$ cat config.mk
export PLATFORM = sky130hd
export DESIGN_NAME = alu_bist_controller
export DESIGN_NICKNAME = d
export VERILOG_FILES = /design/src/rtl/alu_bist_controller.sv
export SDC_FILE = /design/constraint.sdc
export NUM_CORES = 1
export LEC_CHECK = 0
export CAP_MARGIN = 20
export CORE_MARGIN = 1.5
export CORE_UTILIZATION = 45
export DETAILED_ROUTE_END_ITERATION = 7
export PLACE_DENSITY = 0.72
export SLEW_MARGIN = 20
export SYNTH_ARGS = -nofsm -noshare
export SYNTH_HDL_FRONTEND = slang
export SYNTH_SLANG_ARGS = --single-unit
$ cat constraint.sdc
create_clock -name clk -period 2.2 [get_ports clk]
set_input_delay 0.33 -clock clk [delete_from_list [all_inputs] [get_ports clk]]
set_output_delay 0.33 -clock clk [all_outputs]
set_load 0.02 [all_outputs]
$ cat src/rtl/alu_bist_controller.sv
// ---------------------------------------------------------------------------
// alu_bist_controller
//
// Built-in self-test engine for an 8-bit ALU. For each of the 8 select codes
// it applies NUM_VECTORS pseudo-random operand pairs from a 16-bit Galois
// LFSR. Every ALU response {carry, y} is folded into a 16-bit MISR whose
// contents form the run signature. The LFSR restarts from its seed for each
// select code, so every operation sees the same operand sequence.
//
// Each vector takes two cycles. In DRIVE the operands settle through the ALU.
// In SAMPLE the MISR absorbs the response. busy is therefore high for
// 16*NUM_VECTORS cycles per run.
//
// Optional feature: define ALU_BIST_GOLDEN_CMP_EN to add the GOLDEN_SIG
// parameter and the pass_o output. pass_o is registered on entry to DONE as
// (final signature == GOLDEN_SIG) and is cleared when a new run starts.
//
// Ports:
//   clk          rising-edge clock
//   rst_n        asynchronous active-low reset
//   start_i      begin a run (sampled only in IDLE)
//   busy_o       high while a run is in progress
//   done_o       one-cycle pulse after the last capture
//   alu_a_o      ALU operand A
//   alu_b_o      ALU operand B
//   alu_sel_o    ALU operation select
//   alu_y_i      ALU result
//   alu_carry_i  ALU carry
//   signature_o  MISR contents; holds the final value after done
//   pass_o       (ALU_BIST_GOLDEN_CMP_EN only) signature matched GOLDEN_SIG
// ---------------------------------------------------------------------------
module alu_bist_controller #(
  parameter int          WIDTH       = 8,
  parameter int          NUM_VECTORS = 16,
  parameter logic [15:0] LFSR_SEED   = 16'hACE1,
  parameter logic [15:0] MISR_SEED   = 16'h0000
`ifdef ALU_BIST_GOLDEN_CMP_EN
  ,
  parameter logic [15:0] GOLDEN_SIG  = 16'h0000
`endif
) (
  input  logic             clk,
  input  logic             rst_n,
  input  logic             start_i,
  output logic             busy_o,
  output logic             done_o,
  output logic [WIDTH-1:0] alu_a_o,
  output logic [WIDTH-1:0] alu_b_o,
  output logic [2:0]       alu_sel_o,
  input  logic [WIDTH-1:0] alu_y_i,
  input  logic             alu_carry_i,
  output logic [15:0]      signature_o
`ifdef ALU_BIST_GOLDEN_CMP_EN
  ,
  output logic             pass_o
`endif
);

  typedef enum logic [1:0] {
    S_IDLE,
    S_DRIVE,
    S_SAMPLE,
    S_DONE
  } state_e;

  // An all-zero seed would lock the LFSR at zero.
  localparam logic [15:0] SEED     = (LFSR_SEED == 16'h0000) ? 16'h0001 : LFSR_SEED;
  localparam logic [7:0]  VEC_LAST = 8'(NUM_VECTORS - 1);
  localparam logic [15:0] MISR_POLY = 16'h1021;
  localparam logic [15:0] LFSR_POLY = 16'hB400;

  state_e           state_q, state_d;
  logic [15:0]      lfsr_q, lfsr_d;
  logic [15:0]      misr_q, misr_d;
  logic [2:0]       sel_q, sel_d;
  logic [7:0]       vec_q, vec_d;
  logic [WIDTH-1:0] a_q, a_d;
  logic [WIDTH-1:0] b_q, b_d;
  logic             busy_q, busy_d;
  logic             done_q, done_d;

  logic [15:0]      lfsr_next;
  logic [15:0]      misr_next;
  logic [15:0]      resp;

  // Galois LFSR step and MISR fold of the zero-extended {carry, y} response.
  assign lfsr_next = (lfsr_q >> 1) ^ (lfsr_q[0] ? LFSR_POLY : 16'h0000);
  assign resp      = {{(15 - WIDTH){1'b0}}, alu_carry_i, alu_y_i};
  assign misr_next = {misr_q[14:0], 1'b0} ^ (misr_q[15] ? MISR_POLY : 16'h0000) ^ resp;

`ifdef ALU_BIST_GOLDEN_CMP_EN
  logic pass_q, pass_d;
`endif

  // NOTE: every signal this block assigns gets a default first, so no path
  // leaves one unassigned and no latch is inferred.
  always_comb begin
    state_d = state_q;
    lfsr_d  = lfsr_q;
    misr_d  = misr_q;
    sel_d   = sel_q;
    vec_d   = vec_q;
    a_d     = a_q;
    b_d     = b_q;
    busy_d  = busy_q;
    done_d  = 1'b0;
`ifdef ALU_BIST_GOLDEN_CMP_EN
    pass_d  = pass_q;
`endif

    unique case (state_q)
      S_IDLE: begin
        if (start_i) begin
          state_d = S_DRIVE;
          lfsr_d  = SEED;
          misr_d  = MISR_SEED;
          sel_d   = 3'd0;
          vec_d   = 8'd0;
          a_d     = SEED[WIDTH-1:0];
          b_d     = SEED[15 -: WIDTH];
          busy_d  = 1'b1;
`ifdef ALU_BIST_GOLDEN_CMP_EN
          pass_d  = 1'b0;
`endif
        end
      end

      S_DRIVE: state_d = S_SAMPLE;

      S_SAMPLE: begin
        misr_d = misr_next;
        if (vec_q != VEC_LAST) begin
          state_d = S_DRIVE;
          vec_d   = vec_q + 8'd1;
          lfsr_d  = lfsr_next;
          a_d     = lfsr_next[WIDTH-1:0];
          b_d     = lfsr_next[15 -: WIDTH];
        end else if (sel_q != 3'd7) begin
          // Next operation replays the same operand sequence from the seed.
          state_d = S_DRIVE;
          sel_d   = sel_q + 3'd1;
          vec_d   = 8'd0;
          lfsr_d  = SEED;
          a_d     = SEED[WIDTH-1:0];
          b_d     = SEED[15 -: WIDTH];
        end else begin
          state_d = S_DONE;
          busy_d  = 1'b0;
          done_d  = 1'b1;
`ifdef ALU_BIST_GOLDEN_CMP_EN
          pass_d  = (misr_next == GOLDEN_SIG);
`endif
        end
      end

      S_DONE:  state_d = S_IDLE;

      default: state_d = S_IDLE;
    endcase
  end

  // NOTE: state registers use non-blocking assignments so every flop samples
  // the values from before the edge, regardless of statement order.
  always_ff @(posedge clk or negedge rst_n) begin
    if (!rst_n) begin
      state_q <= S_IDLE;
      lfsr_q  <= SEED;
      misr_q  <= 16'h0000;
      sel_q   <= 3'd0;
      vec_q   <= 8'd0;
      a_q     <= '0;
      b_q     <= '0;
      busy_q  <= 1'b0;
      done_q  <= 1'b0;
    end else begin
      state_q <= state_d;
      lfsr_q  <= lfsr_d;
      misr_q  <= misr_d;
      sel_q   <= sel_d;
      vec_q   <= vec_d;
      a_q     <= a_d;
      b_q     <= b_d;
      busy_q  <= busy_d;
      done_q  <= done_d;
    end
  end

`ifdef ALU_BIST_GOLDEN_CMP_EN
  always_ff @(posedge clk or negedge rst_n) begin
    if (!rst_n) pass_q <= 1'b0;
    else        pass_q <= pass_d;
  end

  assign pass_o = pass_q;
`endif

  assign busy_o      = busy_q;
  assign done_o      = done_q;
  assign alu_a_o     = a_q;
  assign alu_b_o     = b_q;
  assign alu_sel_o   = sel_q;
  assign signature_o = misr_q;

endmodule
== After elaboration in Yosys (flattened, before gate mapping) ==
Index checks and enable logic that the tools add are counted.
Operators by class
  add/sub/neg operators: 2
  equal/unequal tests: 10
  bitwise operators: 3
  reductions and logical operators: 6
  mux-type cells: 35
Operator list (number)
  16-bit two-way mux: 5
  8-bit two-way mux: 9
  16-bit one-hot mux with 2 select lines: 2
  8-bit one-hot mux with 2 select lines: 3
  15-bit by 16-bit bitwise XOR with 16-bit output: 1
  16-bit by 13-bit bitwise XOR with 16-bit output: 1
  16-bit by 9-bit bitwise XOR with 16-bit output: 1
  13-bit two-way mux: 1
  3-bit two-way mux: 3
  8-bit by 1-bit adder with 8-bit output, second input constant: 1
  2-bit inequality test, second input constant: 4
  8-bit by 4-bit inequality test with 1-bit output, second input constant: 1
  2-bit one-hot mux with 4 select lines: 1
  4-bit AND reduction: 2
  1-bit two-way mux: 6
  2-bit two-way mux: 3
  3-bit inequality test, second input constant: 2
  3-bit one-hot mux with 2 select lines: 1
  2-bit == test, second input constant: 2
  3-bit by 1-bit adder with 3-bit output, second input constant: 1
  3-bit AND reduction: 1
  2-bit by 1-bit == test with 1-bit output, second input constant: 1
  2-bit logical NOT: 1
  1-bit one-hot mux with 2 select lines: 1
  2 further kinds: 2
Storage, ports and cells
  output and inout bits: 37
  bits in registers: 63
  logic and storage cells: 65
  bits of input ports: 12

== Depth between registers and ports, before layout ==
Gate-level depths: netlist (run 1).
  word-level depth: 4
  mapped depth: 6
  depth with buffers taken out: 5

== Worst setup path after synthesis (run 1) ==
OpenSTA, ideal clock, no wires.
  path kind: reg2reg
  from: register sel_q[0] (netlist: alu_sel_o[0])
  to: register vec_q[7]
  clock period less this slack: 1.715 ns
  path slack: 0.485 ns
  cell stages (with the launch flop): 6
  arrival time: 1.597 ns
  buffers on the path: 0
  setup time: 0.118 ns
  data required time: 2.082 ns
  cells stage by stage: dfrtp_1 > ha_1 > ha_1 > o31ai_4 > o21ai_0 > a21o_1
On the way
  cells in the longest elaborated chain, start to end: 3
Ends and longest elaborated chain
  start, declared: RTL line 75  | logic [2:0] sel_q, sel_d;
  start signal, assigned: RTL line 179  | sel_q <= sel_d;
  3-bit inequality test: RTL line 138  | end else if (sel_q != 3'd7) begin
  3-bit inequality test (no source line)
  3-bit AND reduction (no source line)
  end signal, assigned: RTL line 180  | vec_q <= vec_d;
  end, declared: RTL line 76  | logic [7:0] vec_q, vec_d;
No other way between the ends.
A chain may end at the register's enable or synchronous reset.

== Final worst setup path (run 1) ==
  from: register vec_q[5]
  to: register a_q[6] (netlist: alu_a_o[6])
On the way
  cells in the longest elaborated chain, start to end: 3
  elaborated cells on any way between the ends: 5
  classes of those cells: eq/ne: 2; mux: 2; reduce/logical: 1
Ends and longest elaborated chain
  8-bit by 4-bit inequality test with 1-bit output (*): RTL line 132  | if (vec_q != VEC_LAST) begin
  3-bit inequality test (no source line) or 8-bit two-way mux (tied branches)
  3-bit AND reduction (no source line) or 8-bit one-hot mux with 2 select lines (tied branches)
  end signal, assigned: RTL line 171  | a_q <= '0;
  end signal, assigned: RTL line 181  | a_q <= a_d;
  end, declared: RTL line 77  | logic [WIDTH-1:0] a_q, a_d;
Every way passes the cells marked *; elsewhere a longest branch is shown, timed or not.

==> results of run 1 <==
state kept, by name, indices dropped and copies added (netlist names):
register and cells:
done_o 1, lfsr_q 16, alu_sel_o 3, busy_o 1
signature_o 16, vec_q 8, state_q 2, alu_a_o 4
alu_b_o 4
critical path: cells and delay by family (launching register included):
family	cells	cell delay, ns
AO/OA/AOI/OAI	2	0.56
flip-flops	1	0.44
AND/OR/NAND/NOR	1	0.52
buffers and inverters	1	0.24
Yosys cell counts, types with 3 or more instances:
library cell / n
nand2_1: 13
o22a_1: 12
and3_1: 3
nand3_1: 3
xor2_1: 4
buf_2: 3
nor2_1: 17
xnor2_1: 11
ha_1: 3
a31oi_1: 3
buf_1: 3
o21ai_0: 16
buf_4: 8
dfrtp_1: 47
a22o_1: 17
dfstp_2: 8
worst max-delay path by stage:
stage | endpoint | from | depth (start not counted) | slack, ns
2_1_floorplan | vec_q[7] | alu_sel_o[0] | 5 | 0.49
3_3_place_gp | alu_a_o[6] | vec_q[0] | 5 | 0.44
3_5_place_dp | alu_a_o[6] | vec_q[5] | 4 | 0.42
4_1_cts | alu_a_o[6] | vec_q[0] | 5 | 0.38
5_1_grt | lfsr_q[10] | vec_q[0] | 6 | 0.27
6_report | alu_a_o[6] | vec_q[5] | 4 | 0.38
report_power, final:
part | internal, W | switching (W) | leakage [nW]
combinational | 0.000940 | 0.00100 | 0.534
clock | 0.000288 | 0.000293 | 0.0515
sequential | 0.00142 | 0.000327 | 0.683
routing by layer:
layer	vias up	GRT usage (%)	share of wire, %
met1	808	25.4	50
met5	-	0	0
li1	802	-	-
met3	7	4.50	5.0
met2	44	24.2	44
met4	0	5.16	1.1
cells by family after synthesis:
group,count (synthesis)
compound gates,59
buf+inv,20
flops,55
fa+ha+maj,3
xor+xnor,15
simple gates,47
mux,1
area by class of cell:
type | instances | area, sq um | area share (%)
multi-input combinational | 125 | 873 | 29.2
inverter | 2 | 7.51 | 0.251
tap | 70 | 87.6 | 2.92
sequential | 55 | 1390 | 46.3
timing repair buffer | 55 | 541 | 18.0
clock buffer | 8 | 100 | 3.34
per-stage QoR:
stage	worst slack [ns]	util, %
floorplan	0.485	-
detailed placement	0.418	56.7
global placement	0.436	56.7
CTS	0.384	58.6
finish	0.382	58.6
global route	0.272	58.6
==> metrics.txt, run 1 <==
outcome complete, no violations; CP Class reg -> reg; CP Capture Type flip-flop; first-pass GRT wire length 7360 um; startpoint types flip-flop; DR vias 1661; Avg Inst Size Synth 11.9 sq um; Post-CTS Setup Inserts 0; Detailed Route WL 4510 um; main flop type after synthesis dfrtp_1; clk_lat worst skew 0.29 ns; DR DRC count 0; register area share after synthesis 58.2%; vias in the first global route 1530; P_leak 1.27 nW; pwr/cell area 1430 mW/mm^2; syn_nets 215; ratio of cells with drive above 1 in the final layout 12.2%; Power Total 0.00427 W; Max Slew Vio Count 0; CP cell instances or3_1 > o21ai_2 > buf_4 > o22a_1; CP required 2.44 ns; Max Cap Violations 0; Synth Area in XOR/XNOR 5.51%; Synth Area in Adders 1.57%; synthesized area 0.00238 sq mm; fin crit period 1.82 ns; drt pass-1 iters 4; hold_ws 0.0113 ns; wire per inst 14.3 um; Root Driver clkbuf_8; CTS Buf Count 5; HP Class in -> async; die area 0.00574 sq mm; number of synthesized flops with an enable pin 0; top cell type's share of synthesized area 49.3%; most frequent cells in the layout 47 x dfrtp_1, 47 x clkdlybuf4s50_1, 17 x nor2_1, 17 x a22o_1, 16 x o21ai_0; Post-CTS Hold Buffers 0; Yosys cell types 40; clk buf depth 2; Die X 75.8 um; simple-gate share of the synthesized area 9.50%; FP Rows 26; Final Hold Viols 0; input/output buffers 48; Placer Congestion 0.800; Synth Area in Compound Gates 19.6%; Via density 5.27; clk sink count 55; final instance area 0.00300 sq mm; Area Overhead vs Synth 25.7%; Layout fillers 441; Post-DP Area 0.00290 sq mm; Antenna Nets Post-Route 0; Rel. slew slack 63.4%; Least-Margin Pin Slew 0.547 ns; peak supply drop 0.000717 V; Die Y-Extent 75.8 um; I/O Pins 49; CTS tree yes; ant diodes 0; Worst R2R End alu_a_o[6]; DP HPWL 3120 um; critical path fanouts, max 8; Starting DRT DRC Count 104; GRT Total Usage 17.0%; post-synthesis async set-or-reset flop share 100%; arrival time of the worst setup path 2.06 ns; total global routing overflow 0; R2R depth 4; initial antenna violation count 0; fin cells 315; area leader, netlist dfrtp_1; placed cell count 307; post-route clock skew 0.00487 ns; Seq cells post-synth 55; NumNets Final 259; FF-to-FF setup slack 0.38 ns; # H-tree levels 2; Post-CTS Resized 0; cell count after synthesis 200; slowest CP cell or3_1; part of the cycle the worst path needs 82.6%; largest net degree at the start of global routing 56; largest family of logic cells by synthesized area compound AO/OA/AOI/OAI gates; Total Neg Setup Slack 0 ns; Ys Warns 0; CP max stage delay 0.52 ns; initial core utilization 46.7%; top cells by area, synth dfrtp_1 49%, dfstp_2 8.8%, a22o_1 6.2%; max frequency 0.550 GHz; Core Region 0.00511 sq mm; RSZ-0062 raised after global routing false; Setup Viol. Count Final 0; Reg clk slew, reported paths 0.09 ns; mux contribution to synthesized area 0.472%; worst reg2reg startpoint vec_q[5]
Note: power is estimated with default switching activity, not from simulation.
==> run 2: changes to the inputs <==
PLACE_DENSITY = 0.74   (was 0.72)
clock period = 1.6 ns   (was 2.2 ns; I/O delays follow)
==> run 2 against run 1 <==
- the flow now finishes with violations (negative setup slack)
- non-clock buffer count increased by 21
- setup slack got worse by 0.40 ns
- sequential power is 35% higher
- cell count is 6.7% higher
- via count up 5.1%
- wire length increased by 7.0%
- first-iteration DRC count decreased by 38%
- global-route usage is 1.6 points higher
- largest cell class unchanged
- largest power group unchanged
==> metrics.txt, run 2 (synthesis results as in run 1) <==
outcome complete, but fails checks; violated checks negative setup slack; most frequent cells in the layout 46 x dfrtp_1, 27 x clkdlybuf4s50_1, 25 x buf_4; drt pass-1 iters 4; DP Worst Slack -0.0932 ns; first-pass GRT wire length 7820 um; Final Hold Viols 0; Root Driver clkbuf_8; Antenna Nets Post-Route 0; peak supply drop 0.00108 V; CP startpoint vec_q[7]; CTS tree yes; P_leak 1.63 nW; input/output buffers 48; clk sink count 55; max frequency 0.618 GHz; I/O Pins 49; NumNets Final 280; post-route clock skew 0.0108 ns; FF-to-FF setup slack -0.02 ns; Placer Congestion 0.815; GRT Total Usage 18.6%; initial core utilization 46.7%; Detailed Route WL 4820 um; total global routing overflow 0; CP Class reg -> reg; placed cell count 323; clk buf depth 2; FP Rows 26; Worst R2R End alu_sel_o[2]; Worst Slack Setup Final -0.0181 ns; CP Capture Type flip-flop; CP required 1.80 ns; part of the cycle the worst path needs 101%; die area 0.00574 sq mm; arrival time of the worst setup path 1.82 ns; Core Region 0.00511 sq mm; wire per inst 14.4 um; clk_lat worst skew 0.31 ns; Max Slew Vio Count 0; Reg clk slew, reported paths 0.10 ns; DP HPWL 3290 um; R2R depth 4; vias in the first global route 1633; largest net degree at the start of global routing 56; fin cells 336; Starting DRT DRC Count 65; Area Overhead vs Synth 37.0%; Post-DP Area 0.00304 sq mm; final instance area 0.00327 sq mm; Rel. slew slack 70.5%; DR DRC count 0; worst reg2reg startpoint vec_q[7]; DR vias 1746; startpoint types flip-flop; ant diodes 0; RSZ-0062 raised after global routing true; Die Y-Extent 75.8 um; critical path fanouts, max 6; Via density 5.20; HP Class in -> async; initial antenna violation count 0; ratio of cells with drive above 1 in the final layout 22.2%; pwr/cell area 1900 mW/mm^2; commonest non-fill, non-tap cell in the layout dfrtp_1; Max Cap Violations 0; Setup Viol. Count Final 3; fin crit period 1.62 ns; # H-tree levels 2; Die X 75.8 um; CTS Buf Count 5; Least-Margin Pin Slew 0.441 ns
[run 2: how the worst max path moves through the flow]
stage,slack (ns),endpoint
after global routing,-0.09,alu_sel_o[1]
final,-0.02,alu_sel_o[2]
after CTS,-0.008,alu_sel_o[2]
after global placement,-0.1,alu_sel_o[1]
after floorplan,-0.01,alu_sel_o[1]
after detailed placement,-0.09,vec_q[2]
[run 2: cell type report]
class / instances / area, sq um
sequential: 55 / 1390
multi-input combinational: 125 / 926
tap: 70 / 87.6
clock buffer: 5 / 68.8
clock inverter: 3 / 43.8
inverter: 2 / 7.51
timing repair buffer: 76 / 744
fill: 423 / 1840
[run 2: where the power goes]
part           switching [W]  total [W]  internal, W
sequential          0.000408    0.00237      0.00196
combinational        0.00149    0.00291      0.00142
clock               0.000450   0.000917     0.000466
[run 2: layer usage]
layer | GRT usage, % | up-vias | part of all wire (%)
li1 | - | 842 | -
met1 | 26.2 | 859 | 47
met2 | 26.8 | 40 | 47
met3 | 5.56 | 5 | 4.7
met4 | 7.54 | 0 | 1.3
met5 | 0 | - | 0
[run 2: critical path, cell delays in order, from the launching register on]
cell and delay, ns:
dfrtp_1 0.39, or3_4 0.44, o31ai_4 0.39, nand2_2 0.09
a22o_1 0.21
[run 2: repair_timing]
item,in CTS,in global routing
pin swaps,5,3
buffers inserted,3,1
endpoints found under the setup margin,22,25
endpoints found under the hold margin,47,0
hold buffers,1,0
resized for setup,11,17
[run 2: metrics by stage]
| step | setup TNS (ns) | hold WS [ns] | power, W | util [%] |
|---|---|---|---|---|
| floorplan | -0.0239 | -0.0556 | 0.00418 | - |
| global placement | -0.690 | 0.256 | 0.00526 | 59.6 |
| detailed placement | -1.27 | 0.263 | 0.00533 | 59.6 |
| CTS | -0.00777 | 0.448 | 0.00625 | 62.8 |
| global route | -0.425 | 0.467 | 0.00661 | 63.9 |
| finish | -0.0372 | 0.446 | 0.00619 | 63.9 |
==> run 3: changes to the inputs <==
ABC_AREA = 1   (was unset)
PLACE_DENSITY = 0.73   (was 0.74)
==> run 3 against run 2 <==
- cell area grew 1.8%
- sequential share of layout area shrank 0.77 points
- total power shrank 1.7%
- global-route usage grew 0.65 points
- cell count grew 28%
- setup slack gained 0.043 ns
- hold slack lost 0.0025 ns
- largest power group unchanged
- synthesized area grew 7.8%
- the flow now finishes without violations
- combinational power is essentially flat
- non-clock buffer count shrank 6
- highest routed layer unchanged
- largest cell class unchanged
==> metrics.txt, run 3 <==
outcome complete, no violations; I/O Pins 49; NumNets Final 373; drt pass-1 iters 5; Area Overhead vs Synth 29.4%; critical path fanouts, max 3; CP Class reg -> out; part of the cycle the worst path needs 98.5%; Die Y-Extent 78.6 um; Placer Congestion 0.755; DP Worst Slack 0.0421 ns; Avg Inst Size Synth 8.62 sq um; Setup Viol. Count Final 0; max frequency 0.635 GHz; main flop type after synthesis dfrtp_1; Seq cells post-synth 55; synthesized area 0.00257 sq mm; largest net degree at the start of global routing 56; Core Region 0.00551 sq mm; wire per inst 12.1 um; Die X 78.6 um; clk_lat worst skew 0.31 ns; ratio of cells with drive above 1 in the final layout 14.8%; post-synthesis async set-or-reset flop share 100%; DR vias 2076; fin crit period 1.58 ns; fin cells 431; CP max stage delay 0.62 ns; Max Cap Violations 0; area of the multi-input gates 932 sq um; area leader, netlist dfrtp_1; CP Capture Type output pin; ant diodes 0; CP cell instances clkdlybuf4s50_1; Ys Warns 0; top cell type's share of synthesized area 45.8%; Root Driver clkbuf_8; GRT Total Usage 19.2%; cell count after synthesis 298; most frequent cells in the layout 108 x nand2_1, 47 x dfrtp_1, 30 x inv_1, 30 x clkdlybuf4s50_1, 25 x o21ai_0; startpoint types flip-flop; clk sink count 55; sequential cell area 0.00139 sq mm; Via density 4.82; syn_nets 313; HP Class in -> async; vias in the first global route 1996; initial antenna violation count 0; Worst Slack Setup Final 0.0246 ns; P_leak 1.85 nW; Layout fillers 490; top cells by area, synth dfrtp_1 46%, nand2_1 16%, dfstp_2 8.2%; FP Rows 27; first-pass GRT wire length 9320 um; die area 0.00617 sq mm; CP required 1.36 ns; count leader, synth nand2_1; slowest CP cell clkdlybuf4s50_1; register area share after synthesis 54.0%; top cells by count, synth 108 x nand2_1, 47 x dfrtp_1, 30 x inv_1; Starting DRT DRC Count 141; CTS tree yes; initial core utilization 46.6%; Yosys cell types 27; placed cell count 420; input/output buffers 48; Final Hold Viols 0; Rel. slew slack 79.9%; pwr/cell area 1830 mW/mm^2; # H-tree levels 2; commonest non-fill, non-tap cell in the layout nand2_1; arrival time of the worst setup path 1.34 ns; peak supply drop 0.000909 V; number of synthesized flops with an enable pin 0; Max Slew Vio Count 0; CTS Buf Count 5; Least-Margin Pin Slew 0.299 ns; final core occ 60.3%; Antenna Nets Post-Route 0; DP HPWL 3670 um; CP delay by family, top buffers and inverters; Reg clk slew, reported paths 0.10 ns; DR DRC count 0; clk buf depth 2; Detailed Route WL 5230 um; post-route clock skew 0.00409 ns; WP buf/inv 1; total global routing overflow 0
==> run 3: worst paths after layout <==
check / end / cells past startpoint / slack (ns) / start
hold / removal: signature_o[14] / 3 / 0.44 / rst_n
min in group clk: lfsr_q[10] / 2 / 0.47 / lfsr_q[10]
hold reg to reg: lfsr_q[10] / 2 / 0.47 / lfsr_q[10]
setup / recovery: signature_o[4] / 1 / 0.02 / signature_o[4]
max in group asynchronous: lfsr_q[15] / 3 / 0.85 / rst_n
setup reg to reg: vec_q[0] / 9 / 0.11 / alu_sel_o[0]
==> run 3: report_power, final <==
part           internal (W)  total (W)  switching [W]
Clock              0.000318   0.000801       0.000483
Combinational       0.00127    0.00290        0.00163
Sequential          0.00199    0.00239       0.000398
==> run 3: final cells by class <==
cell class | count | area share (%)
Sequential cell | 55 | 41.7
Multi-Input combinational cell | 193 | 28.0
Timing Repair Buffer | 70 | 21.0
Inverter | 33 | 3.73
Tap cell | 72 | 2.71
Clock buffer | 5 | 2.07
Clock inverter | 3 | 0.678
==> run 3: stage by stage <==
stage	total power, W	hold WS (ns)	setup TNS, ns	area, sq um
2_1_floorplan	0.00426	-0.0556	0	2570
3_3_place_gp	0.00531	0.257	0	3170
3_5_place_dp	0.00537	0.264	0	3170
4_1_cts	0.00617	0.464	0	3270
5_1_grt	0.00659	0.487	-0.00747	3320
6_report	0.00609	0.443	0	3320
==> run 3: kinds of logic after synthesis <==
group	synth area share, %
adder cells (fa/ha/maj)	1.46
XOR/XNOR	1.02
AO/OA/AOI/OAI	9.55
buffers and inverters	10.0
AND/OR/NAND/NOR	24.0
flip-flops	54.0
==> run 3: routing by layer <==
metal,vias up,GRT usage (%),part of all wire (%)
met3,5,5.23,5.1
met5,-,0,0
met2,37,29.9,49
met1,984,26.4,45
met4,0,5.36,0.98
li1,1050,-,-
==> run 3: what timing repair did <==
item,CTS,global route
setup endpoints to repair,3,49
endpoints found under the hold margin,47,0
gates resized for setup,3,16
setup buffers,0,2
pin swaps,0,1
gates cloned,0,0
hold buffers,1,0
